[src/rtl/multicycle_control.sv]
// multicycle_control: five-state FETCH/DECODE/EXEC/MEM/WB sequencer for a multicycle datapath
module multicycle_control (
  input  logic        Clk,
  input  logic        Reset,
  input  logic [31:0] Instr,
  input  logic        ALU_zero,
  input  logic        Mem_Ready,
  output logic        IR_LdEn,
  output logic        PC_LdEn,
  output logic        PC_sel,
  output logic        RF_WrEn,
  output logic        RF_WrData_sel,
  output logic        RF_B_sel,
  output logic        ALU_Bin_sel,
  output logic [3:0]  ALU_func,
  output logic        MEM_WrEn,
  output logic        MEM_Req,
  output logic [2:0]  State
);
  typedef enum logic [2:0] {FETCH = 3'd0, DECODE = 3'd1, EXEC = 3'd2, MEM = 3'd3, WB = 3'd4} state_t;
  state_t st;
  logic [5:0] op;
  logic [3:0] fn;
  logic is_r, is_imm, is_lw, is_sw, is_beq, is_b, legal, run, unused_bits;
  assign unused_bits = ^{Instr[25:4]};
  assign is_r   = op == 6'b100000;
  assign is_imm = op == 6'b111000 || op == 6'b111001 || op == 6'b110000;
  assign is_lw  = op == 6'b001111;
  assign is_sw  = op == 6'b011111;
  assign is_beq = op == 6'b010000;
  assign is_b   = op == 6'b111111;
  assign legal  = is_r || is_imm || is_lw || is_sw || is_beq || is_b;
  always_ff @(posedge Clk) begin
    if (Reset) begin
      st <= FETCH;
      op <= '0;
      fn <= '0;
    end else begin
      case (st)
        FETCH: begin
          op <= Instr[31:26];
          fn <= Instr[3:0];
          st <= DECODE;
        end
        DECODE:  st <= legal ? EXEC : FETCH;
        EXEC:    st <= (is_lw || is_sw) ? MEM : (is_beq || is_b) ? FETCH : WB;
        MEM:     st <= !Mem_Ready ? MEM : is_lw ? WB : FETCH;
        WB:      st <= FETCH;
        default: st <= FETCH;
      endcase
    end
  end
  // Reset masks every output immediately so an aborted MEM/WB cycle never writes
  assign run           = !Reset;
  assign State         = st;
  assign IR_LdEn       = run && st == FETCH;
  assign PC_LdEn       = run && ((st == DECODE && !legal) || (st == EXEC && (is_beq || is_b)) ||
                                 (st == MEM && Mem_Ready && is_sw) || st == WB);
  assign PC_sel        = run && st == EXEC && (is_b || (is_beq && ALU_zero));
  assign RF_WrEn       = run && st == WB;
  assign RF_WrData_sel = run && st == WB && is_lw;
  assign RF_B_sel      = run && st == DECODE && (is_sw || is_beq);
  assign ALU_Bin_sel   = run && st == EXEC && (is_imm || is_lw || is_sw);
  assign ALU_func      = !(run && st == EXEC) ? 4'b0000 : is_r ? fn : is_beq ? 4'b0001 : 4'b0000;
  assign MEM_Req       = run && st == MEM;
  assign MEM_WrEn      = MEM_Req && is_sw;
endmodule

[config.mk]
export PLATFORM = sky130hd
export DESIGN_NAME = multicycle_control
export DESIGN_NICKNAME = d
export VERILOG_FILES = /design/src/rtl/multicycle_control.sv
export SDC_FILE = /design/constraint.sdc
export NUM_CORES = 1
export LEC_CHECK = 0
export CELL_PAD_IN_SITES_DETAIL_PLACEMENT = 1
export CELL_PAD_IN_SITES_GLOBAL_PLACEMENT = 2
export CORE_UTILIZATION = 17
export DETAILED_ROUTE_END_ITERATION = 8
export PLACE_DENSITY_LB_ADDON = 0.15
export SLEW_MARGIN = 0
export SYNTH_ARGS = -nofsm -noshare
export SYNTH_HDL_FRONTEND = slang
export SYNTH_SLANG_ARGS = --single-unit
[constraint.sdc]
create_clock -name Clk -period 1.5 [get_ports Clk]
set_input_delay 0.225 -clock Clk [delete_from_list [all_inputs] [get_ports Clk]]
set_output_delay 0.225 -clock Clk [all_outputs]
set_load 0.01 [all_outputs]
==> reports/results.ini, run 1 <==
[sta]
layout_min_cycle_time_ns=1.842
slew_headroom_pct=80.23
hold-worst-slack_ns=0.4576
hold_violations=0
finalCritPeriodShare_pct=122.8
rsz0062_at_grt=true
tightest_slew_ns=0.2952
worst_slack_ns=-0.3418
finalSetupViolations=11
final_max_slew_viol_count=0
fin_setup_tns_ns=-2.100
fmax_mhz=542.9
skew_ns=0.001305

[finish]
fin_nets=204
seq_area_um2=271.5
fill_cells=519
multi_input_area_um2=580.6
fin_util_pct=34.25
area_delta_synth_final_pct=93.82
layout-drive-gt1-share_pct=47.31
n_antenna_cell=0

[synth]
netlist_area_um2=769.5
synth-edff-count=0
synth_ff_type=dfxtp_1
ys_seq_elements=13
yosysWarningCount=0
async_reset_ff_share_pct=0
yosysSeqAreaShare_pct=33.82
syn-instance-count=105
syn_avg_cell_area_um2=7.328
synth_fp_nets=141
synth.distinct_cells=33

[critical_path]
r2r_cells=7
reg2reg_slack_ns=-0.18
r2r_start=op[1]
cp-end-kind=output port
crit_fanout=4
path_class=flip-flop to output port
r2r_end=State[2]
worstPathArrival_ns=1.62
critPathLaunch=op[1]
cp-start-kind=flip-flop
crit_end=PC_LdEn
crit_required_ns=1.27

[floorplanning]
dieHeight_um=69.28
row_count=24
die_w_um=69.28
dieArea_um2=4800
core_area_um2=4354
start_util_pct=17.67
ioPinCount=52

[drt]
vias=998
routedWlPerCell_um=13.40
drc_errors=0
drt_iter0_markers=25
wirelength_um=2934
viasPerCell=4.557
detail-route-antenna-nets=0
drtPass1Iterations=4

[pwr]
cellPowerDensity_nw_per_um2=729.9
ir_drop_uv=342.7
leakage_nw=0.6332

[grt]
grt_usage_pct=12.83
globalRouteOverflowTotal=0
grt_pass1_vias=1002
grt_pass1_wl_um=4912
grt_max_degree=12
antenna_found_initial=0

[place]
numPortBuffers=29
gp_congestion=0.7527
place.detailed.hpwl_um=2159

[clock_network]
cts_tree=built
clk_pin_slew_worst_paths_ns=0.06
numClockSinks=13
htreeDepth=1
numCtsBuffers=3
clockBufferDepth=2
ctsRootBufferMaster=clkbuf_8
clk_latency_ns=0.24

[outcome]
status=finished, violations left
violations=setup timing

[worst_hold_path]
hold_depth=2
hold_class=flip-flop to flip-flop

[flow_run]
cap_violations=0

worst max-delay path, stage by stage (launching register included):
cell	delay, ns
dfxtp_2	0.33
or4_4	0.58
nor2_4	0.14
a21oi_2	0.04
o221ai_2	0.12
buf_2	0.16
metal layers:
metal  vias up  part of all wire [%]  routed length, um  global-route usage, %
met3         2                   4.9                144                  3.779
met4         0                  0.85                 25                  3.401
met1       478                    47               1388                  16.26
met2        22                    47               1376                  21.14
met5         -                     0                  0                      0
li1        496                     -                  -                      -
Yosys cell counts (all sizes together) (2+ instances only):
| cell type | instances | area (um2) |
|---|---|---|
| nand2 | 25 | 93.84 |
| dfxtp | 13 | 260.3 |
| a21oi | 12 | 60.06 |
| nor2 | 8 | 37.54 |
| and2 | 6 | 37.54 |
| buf | 3 | 15.01 |
| inv | 3 | 11.26 |
| nor3b | 3 | 27.52 |
| o21ai | 3 | 15.01 |
| a211oi | 2 | 15.01 |
| a31oi | 2 | 12.51 |
| clkbuf | 2 | 7.510 |
| nand2b | 2 | 12.51 |
| nor2b | 2 | 12.51 |
| nor3 | 2 | 15.01 |
| nor4 | 2 | 12.51 |
| o211ai | 2 | 15.01 |
area by class of cell:
type                            instances  share of cell area [%]
Multi-Input combinational cell         84                   38.93
Sequential cell                        13                   18.20
Clock buffer                            4                   3.020
Timing Repair Buffer                   63                   34.73
Inverter                                3                  0.7550
Tap cell                               52                   4.362
timing repair:
item | CTS | global route
cloned | 0 | 0
pin swaps | 8 | 3
resized for setup | 78 | 16
endpoints found under the setup margin | 16 | 14
hold buffers | 0 | 0
buffers inserted | 7 | 5
endpoints found under the hold margin | 0 | 0
cell families (layout without fill, tap and decap cells):
kind of cell / count (synthesis) / count (layout) / share of synthesized area, %
AOI/OAI and AO/OA: 26 / 26 / 20.81
muxes: 1 / 1 / 1.301
buffers and inverters: 8 / 70 / 4.390
DFF: 13 / 13 / 33.82
and+or+nand+nor: 57 / 57 / 39.68
through the flow:
step / total power, mW / worst slack [ns] / cells / area (um2)
2_1_floorplan: 0.5415 / -0.02194 / 105 / 787.0
3_3_place_gp: 0.7040 / -0.7407 / 207 / 1315
3_5_place_dp: 0.7087 / -0.8038 / 207 / 1315
4_1_cts: 1.077 / -0.3577 / 218 / 1478
5_1_grt: 1.164 / -0.4131 / 219 / 1491
6_report: 1.089 / -0.3418 / 219 / 1491
state kept, by name, indices dropped and copies added (netlist names):
| register | cells |
|---|---|
| op | 6 |
| fn | 4 |
| State | 3 |
layout by cell type, fill, tap and decap left out, types with 3 or more instances in the layout:
cell             count
nor2_1               5
inv_1                3
o21ai_0              3
dfxtp_2              6
and2_1               4
dlygate4sd2_1        4
a21oi_1             10
buf_2               11
nand2_1             25
buf_4               26
clkbuf_8             3
dfxtp_1              6
clkdlybuf4s50_1     12
buf_6                9
worst min-delay path by stage:
stage,start,to
2_1_floorplan,Instr[1],fn[1]
3_3_place_gp,fn[2],fn[2]
3_5_place_dp,fn[1],fn[1]
4_1_cts,fn[1],fn[1]
5_1_grt,fn[2],fn[2]
6_report,fn[0],fn[0]
where the power goes:
group | internal, mW | switching, mW
Combinational | 0.194 | 0.162
Sequential | 0.376 | 0.0284
Clock | 0.188 | 0.140
Total | 0.758 | 0.331
Power figures use the tool's default switching activity.
==> inputs of run 2 (changes only) <==
- ABC_AREA: default -> 1
==> reports/results.ini, run 2 <==
[worst_hold_path]
hold_depth=2  ; unchanged
hold-path-endpoint=fn[0]
hold_class=flip-flop to flip-flop
min_from=fn[0]

[floorplanning]
ioPinCount=52  ; unchanged
core_area_um2=4384  ; +0.69%
die_w_um=69.88  ; +0.86%
start_util_pct=17.87  ; +0.19 points
dieArea_um2=4883  ; +1.7%
dieHeight_um=69.88  ; +0.86%
row_count=24  ; unchanged

[critical_path]
cp-start-kind=flip-flop
cp_slowest_stage_delay_ns=0.37  ; -0.21 ns
worstPathArrival_ns=1.40  ; -0.22 ns
reg2reg_slack_ns=0.18  ; +0.36 ns
crit_fanout=4  ; unchanged
crit_top_cell=nand2_4
critPathSlowestCell=dfxtp_4
cpLargestDelayFamily=buffers and inverters
crit_required_ns=1.27  ; about the same
path_buf_inv=3  ; +2
critPathLaunch=op[0]
r2r_start=op[0]
path_class=flip-flop to output port
crit_chain=nand2_4 > nor2_4 > nand2_4 > buf_6 > buf_4 > a21oi_2 > buf_2
cp-end-kind=output port
r2r_end=State[2]
r2r_cells=10  ; +3

[clock_network]
numClockSinks=13  ; unchanged
htreeDepth=1  ; unchanged
clk_pin_slew_worst_paths_ns=0.06  ; about the same
clk_latency_ns=0.24  ; about the same
cts_hold_buf=0  ; unchanged
cts_tree=built
clockBufferDepth=2  ; unchanged
numCtsBuffers=3  ; unchanged
ctsRootBufferMaster=clkbuf_8

[finish]
fin_util_pct=33.16  ; -1.1 points
layout_common_cells=25 x nand2_1, 22 x buf_4, 15 x nor2_1, 15 x clkdlybuf4s50_1, 11 x a21oi_1
fill_cells=540  ; +4.0%
layout-drive-gt1-share_pct=52.02  ; +4.7 points
largest-register=op
multi_input_area_um2=549.3  ; -5.4%
final_common_cell=nand2_1
largest_reg_flops=6  ; unchanged
n_antenna_cell=0  ; unchanged
final_cell_area_um2=1454  ; -2.5%
fin_nets=210  ; +2.9%
area_delta_synth_final_pct=85.62
seq_area_um2=280.3  ; +3.2%

[sta]
worst_slack_ns=-0.1298  ; +0.2120 ns
layout_min_cycle_time_ns=1.630  ; -0.2120 ns
hold_violations=0  ; unchanged
finalSetupViolations=10  ; -1
fmax_mhz=613.6  ; +13%
skew_ns=0.003426  ; +0.002120 ns
final_max_slew_viol_count=0  ; unchanged
rsz0062_at_grt=true
finalCritPeriodShare_pct=108.7  ; -14 points
slew_headroom_pct=85.30  ; +5.1 points
tightest_slew_ns=0.2198  ; -0.07542 ns
fin_setup_tns_ns=-0.7020  ; +1.398 ns

[drt]
detail-route-antenna-nets=0  ; unchanged
drt_iter0_markers=33  ; +32%
drc_errors=0  ; unchanged
drtPass1Iterations=4  ; unchanged
wirelength_um=2611  ; -11%
viasPerCell=4.169  ; -8.5%
routedWlPerCell_um=11.60  ; -13%
vias=938  ; -6.0%

[synth]
yosysSeqAreaShare_pct=33.23  ; -0.59 points
synth_compound_area_share_pct=15.34  ; -5.5 points
synth.top_cell.area_share_pct=33.23  ; -0.59 points
netlist_area_um2=783.3  ; +1.8%
synth.distinct_cells=21  ; -36%
synth_top_family_by_area=simple AND/OR/NAND/NOR gates
synth-edff-count=0  ; unchanged
synthTopCellsByArea=dfxtp_1 33%, nand2_1 12%, nor2_1 12%
synthSimpleGateAreaFrac_pct=41.69  ; +2.0 points
yosysMostFrequentCell=nand2_1
synth_fp_nets=153  ; +8.5%
ys_top_cells_by_count=26 x nand2_1, 24 x nor2_1, 13 x dfxtp_1
syn_avg_cell_area_um2=6.694  ; -8.7%
synthMuxAreaShare_pct=0  ; -1.3 points
async_reset_ff_share_pct=0  ; unchanged
synth_top_area_cell=dfxtp_1
syn-instance-count=117  ; +11%
synth-xor-area-share_pct=0  ; unchanged
yosysWarningCount=0  ; unchanged
synth_ff_type=dfxtp_1
ys_seq_elements=13  ; unchanged
synthAdderAreaFrac_pct=0  ; unchanged

[outcome]
violations=setup timing
status=finished, violations left

[place]
preCtsSetupSlack_ns=-0.4293  ; +0.3745 ns
place.detailed.hpwl_um=2114  ; -2.1%
place_area_um2=1290  ; -1.9%
gp_congestion=0.7336  ; -2.5%
numPortBuffers=29  ; unchanged

[grt]
antenna_found_initial=0  ; unchanged
grt_max_degree=15  ; +3
grt_pass1_wl_um=4409  ; -10%
globalRouteOverflowTotal=0  ; unchanged
grt_usage_pct=11.35  ; -1.5 points
grt_pass1_vias=974  ; -2.8%

[pwr]
cellPowerDensity_nw_per_um2=729.7  ; about the same
ir_drop_uv=270.8  ; -21%
leakage_nw=0.6241  ; -1.4%

[flow_run]
cap_violations=0  ; unchanged

-- run 2: cell count changes after synthesis, sizes merged, moves of 3 or more --
| cell | before | now |
|---|---|---|
| nand3 | 0 | 7 |
| and2 | 6 | 0 |
| o21ai | 3 | 0 |
| nor2 | 8 | 28 |
| inv | 3 | 14 |
| nor3b | 3 | 0 |
| nand2 | 25 | 30 |
-- run 2: area by class of cell --
cell class	count	share of cell area [%]
sequential	13	19.28
multi-input combinational	87	37.78
timing repair buffer	55	31.58
tap	52	4.475
clock buffer	4	3.098
inverter	14	3.787
-- run 2: stage by stage --
stage               hold WS (ns)  power (mW)  std cells
floorplan                 0.3722      0.5578        117
global placement          0.4528      0.7008        218
detailed placement        0.4611      0.7040        218
CTS                       0.4726       1.053        222
global route              0.4967       1.138        225
finish                    0.4701       1.061        225
-- run 2: repair_timing --
| action | 4_1_cts | 5_1_grt |
|---|---|---|
| resized for setup | 81 | 22 |
| setup buffers | 0 | 3 |
| pin swaps | 5 | 3 |
| endpoints found under the setup margin | 14 | 12 |
| hold endpoints to repair | 0 | 0 |
-- run 2: cells by family after synthesis --
family / count (synthesis)
AND/OR/NAND/NOR: 69
AO/OA/AOI/OAI: 18
buffers and inverters: 17
flip-flops: 13
-- run 2: worst max path at each step --
stage                    endpoint  cells after the start
floorplan           RF_WrData_sel                      4
global placement      ALU_Bin_sel                      5
detailed placement    ALU_Bin_sel                      5
CTS                       PC_LdEn                      9
global route              PC_LdEn                      9
finish                ALU_Bin_sel                      7
-- run 2: metal layers --
layer / routed length [um] / global-route usage (%)
met1: 1238 / 14.74
met2: 1195 / 17.95
met3: 132 / 2.597
met4: 45 / 4.889
met5: 0 / 0
-- run 2: tightest hold or removal path, cell delays in order (launching register included) --
cell and delay [ns]:
dfxtp_1 0.31, nand2_1 0.06, a21oi_1 0.05
-- run 2: power breakdown --
group	internal [mW]	total, mW	leakage (nW)	switching (mW)
combinational	0.168	0.332	0.490	0.164
clock	0.188	0.313	0.0228	0.126
sequential	0.381	0.416	0.111	0.0349
total	0.736	1.06	0.624	0.325
==> inputs of run 3 (changes only) <==
- CTS_CLUSTER_DIAMETER: default -> 50
- MAX_ROUTING_LAYER: default -> met4
- SKIP_LAST_GASP: default -> 1
==> reports/results.ini, run 3 (same netlist as run 2, synthesis figures left out) <==
[pwr]
cellPowerDensity_nw_per_um2=740.0  ; +1.4%
power_frac_comb_pct=31.1  ; -0.2 points
p_seq_share_pct=39.1  ; about the same
ir_drop_uv=270.6  ; about the same
switching_share_pct=30.82  ; +0.18 points
leakage_nw=0.6214  ; -0.42%
power.switching_mw=0.3275  ; +0.77%
clkPwrFrac_pct=29.8  ; +0.3 points
internal-power_mw=0.7353  ; about the same
power_mw=1.063  ; +0.19%

[flow_run]
cap_violations=0  ; unchanged

[critical_path]
crit_fanout=4  ; unchanged
worstPathArrival_ns=1.40  ; about the same
cp-end-kind=output port
crit_end=ALU_Bin_sel
r2r_start=op[0]
critPathLaunch=op[0]
r2r_cells=10  ; unchanged
reg2reg_slack_ns=0.18  ; about the same
r2r_end=State[2]
cp-start-kind=flip-flop
path_class=flip-flop to output port
crit_required_ns=1.27  ; about the same

[grt]
grt_max_degree=15  ; unchanged
globalRouteOverflowTotal=0  ; unchanged
grt_pass1_wl_um=4416  ; +0.16%
grt_pass1_vias=972  ; -0.21%
grt_usage_pct=11.70  ; +0.35 points
antenna_found_initial=0  ; unchanged

[drt]
vias=932  ; -0.64%
viasPerCell=4.142  ; -0.64%
drt_iter0_markers=33  ; unchanged
wirelength_um=2616  ; +0.19%
routedWlPerCell_um=11.63  ; +0.19%
drtPass1Iterations=4  ; unchanged
detail-route-antenna-nets=0  ; unchanged
drc_errors=0  ; unchanged

[sta]
final_max_slew_viol_count=0  ; unchanged
slew_headroom_pct=85.29  ; about the same
tightest_slew_ns=0.2199  ; +0.0001546 ns
skew_ns=0.0007270  ; -0.002699 ns
fmax_mhz=613.7  ; about the same
worst_slack_ns=-0.1295  ; +0.0003170 ns
hold_violations=0  ; unchanged
finalSetupViolations=10  ; unchanged
rsz0062_at_grt=true
hold-worst-slack_ns=0.4699  ; -0.0002010 ns
finalCritPeriodShare_pct=108.6  ; about the same
fin_setup_tns_ns=-0.7173  ; -0.01526 ns
layout_min_cycle_time_ns=1.630  ; -0.0003170 ns

[outcome]
violations=setup timing
status=finished, violations left

[clock_network]
htreeDepth=1  ; unchanged
numCtsBuffers=3  ; unchanged
cts_hold_buf=0  ; unchanged
ctsRootBufferMaster=clkbuf_8
cts_tree=built
clk_pin_slew_worst_paths_ns=0.06  ; about the same
clockBufferDepth=2  ; unchanged
clk_latency_ns=0.24  ; about the same
numClockSinks=13  ; unchanged

[floorplanning]
row_count=24  ; unchanged
die_w_um=69.88  ; unchanged
ioPinCount=52  ; unchanged
dieHeight_um=69.88  ; unchanged
dieArea_um2=4883  ; unchanged
core_area_um2=4384  ; unchanged
start_util_pct=17.87  ; unchanged

[place]
numPortBuffers=29  ; unchanged
place.detailed.hpwl_um=2114  ; unchanged
placed_cells=218  ; unchanged
gp_congestion=0.7426  ; +1.2%
place_area_um2=1290  ; unchanged

[finish]
fin_nets=210  ; unchanged
layout_common_cells=25 x nand2_1, 23 x buf_4, 16 x nor2_1, 15 x clkdlybuf4s50_1, 11 x a21oi_1
final_common_cell=nand2_1
fill_cells=545  ; +0.93%
largest_reg_flops=6  ; unchanged
seq_area_um2=280.3  ; unchanged
multi_input_area_um2=541.8  ; -1.4%
layout-drive-gt1-share_pct=50.87  ; -1.2 points
stdcell_count=225  ; unchanged
final_cell_area_um2=1436  ; -1.2%
n_antenna_cell=0  ; unchanged
largest-register=op
area_delta_synth_final_pct=83.39

[worst_hold_path]
hold_class=flip-flop to flip-flop

==> run 3: cell types whose count changed in the layout (fill, tap and decap cells not counted) <==
cell | before | now
nor2_1 | 15 | 16
nor2_4 | 7 | 6
inv_2 | 10 | 9
buf_4 | 22 | 23
buf_2 | 9 | 10
buf_6 | 6 | 4
inv_1 | 3 | 4
==> run 3: layout make-up <==
cell class	count	area share, %
Sequential cell	13	19.51
Inverter	14	3.833
Timing Repair Buffer	55	31.27
Clock buffer	4	3.136
Tap cell	52	4.530
Multi-Input combinational cell	87	37.72
==> run 3: per-layer routing <==
layer	track usage, %	vias up	wire length [um]
met1	14.92	415	1260
met2	17.95	23	1182
met4	4.889	0	45
met5	-	-	0
li1	-	488	-
met3	2.453	6	127
==> run 3: worst min path at each step <==
stage                     startpoint     to  cells past startpoint
after CTS                      fn[1]  fn[1]                      2
after detailed placement       fn[1]  fn[1]                      2
after global routing           fn[0]  fn[0]                      2
after floorplan             Instr[0]  fn[0]                      2
after global placement         fn[1]  fn[1]                      2
final                          fn[1]  fn[1]                      2
==> run 3: timing repair <==
item                                    in CTS  in global routing
buffers inserted                             0                  3
pin swaps                                    5                  3
endpoints found under the hold margin        0                  0
gates resized for setup                     81                 17
endpoints found under the setup margin      14                 13
==> run 3: critical path, cell delays in order, from the launching register on <==
cell     delay [ns]
dfxtp_4        0.37
nand2_4        0.06
nor2_4         0.16
nand2_4        0.07
buf_6          0.12
buf_4          0.13
a21oi_2        0.11
buf_2          0.14
==> run 3: per-stage QoR <==
stage                     setup slack [ns]  utilization [%]
final                              -0.1295            32.76
after global routing               -0.2390            32.76
after detailed placement           -0.4293            29.42
after floorplan                     0.1724                -
after global placement             -0.4127            29.42
after CTS                          -0.1315            31.16
==> run 3: power groups by stage <==
stage	Sequential [mW]	Combinational, mW	Clock, mW
floorplan	0.407	0.151	0
CTS	0.413	0.308	0.332
detailed placement	0.410	0.294	0
global route	0.421	0.364	0.353
finish	0.415	0.331	0.317
global placement	0.408	0.293	0
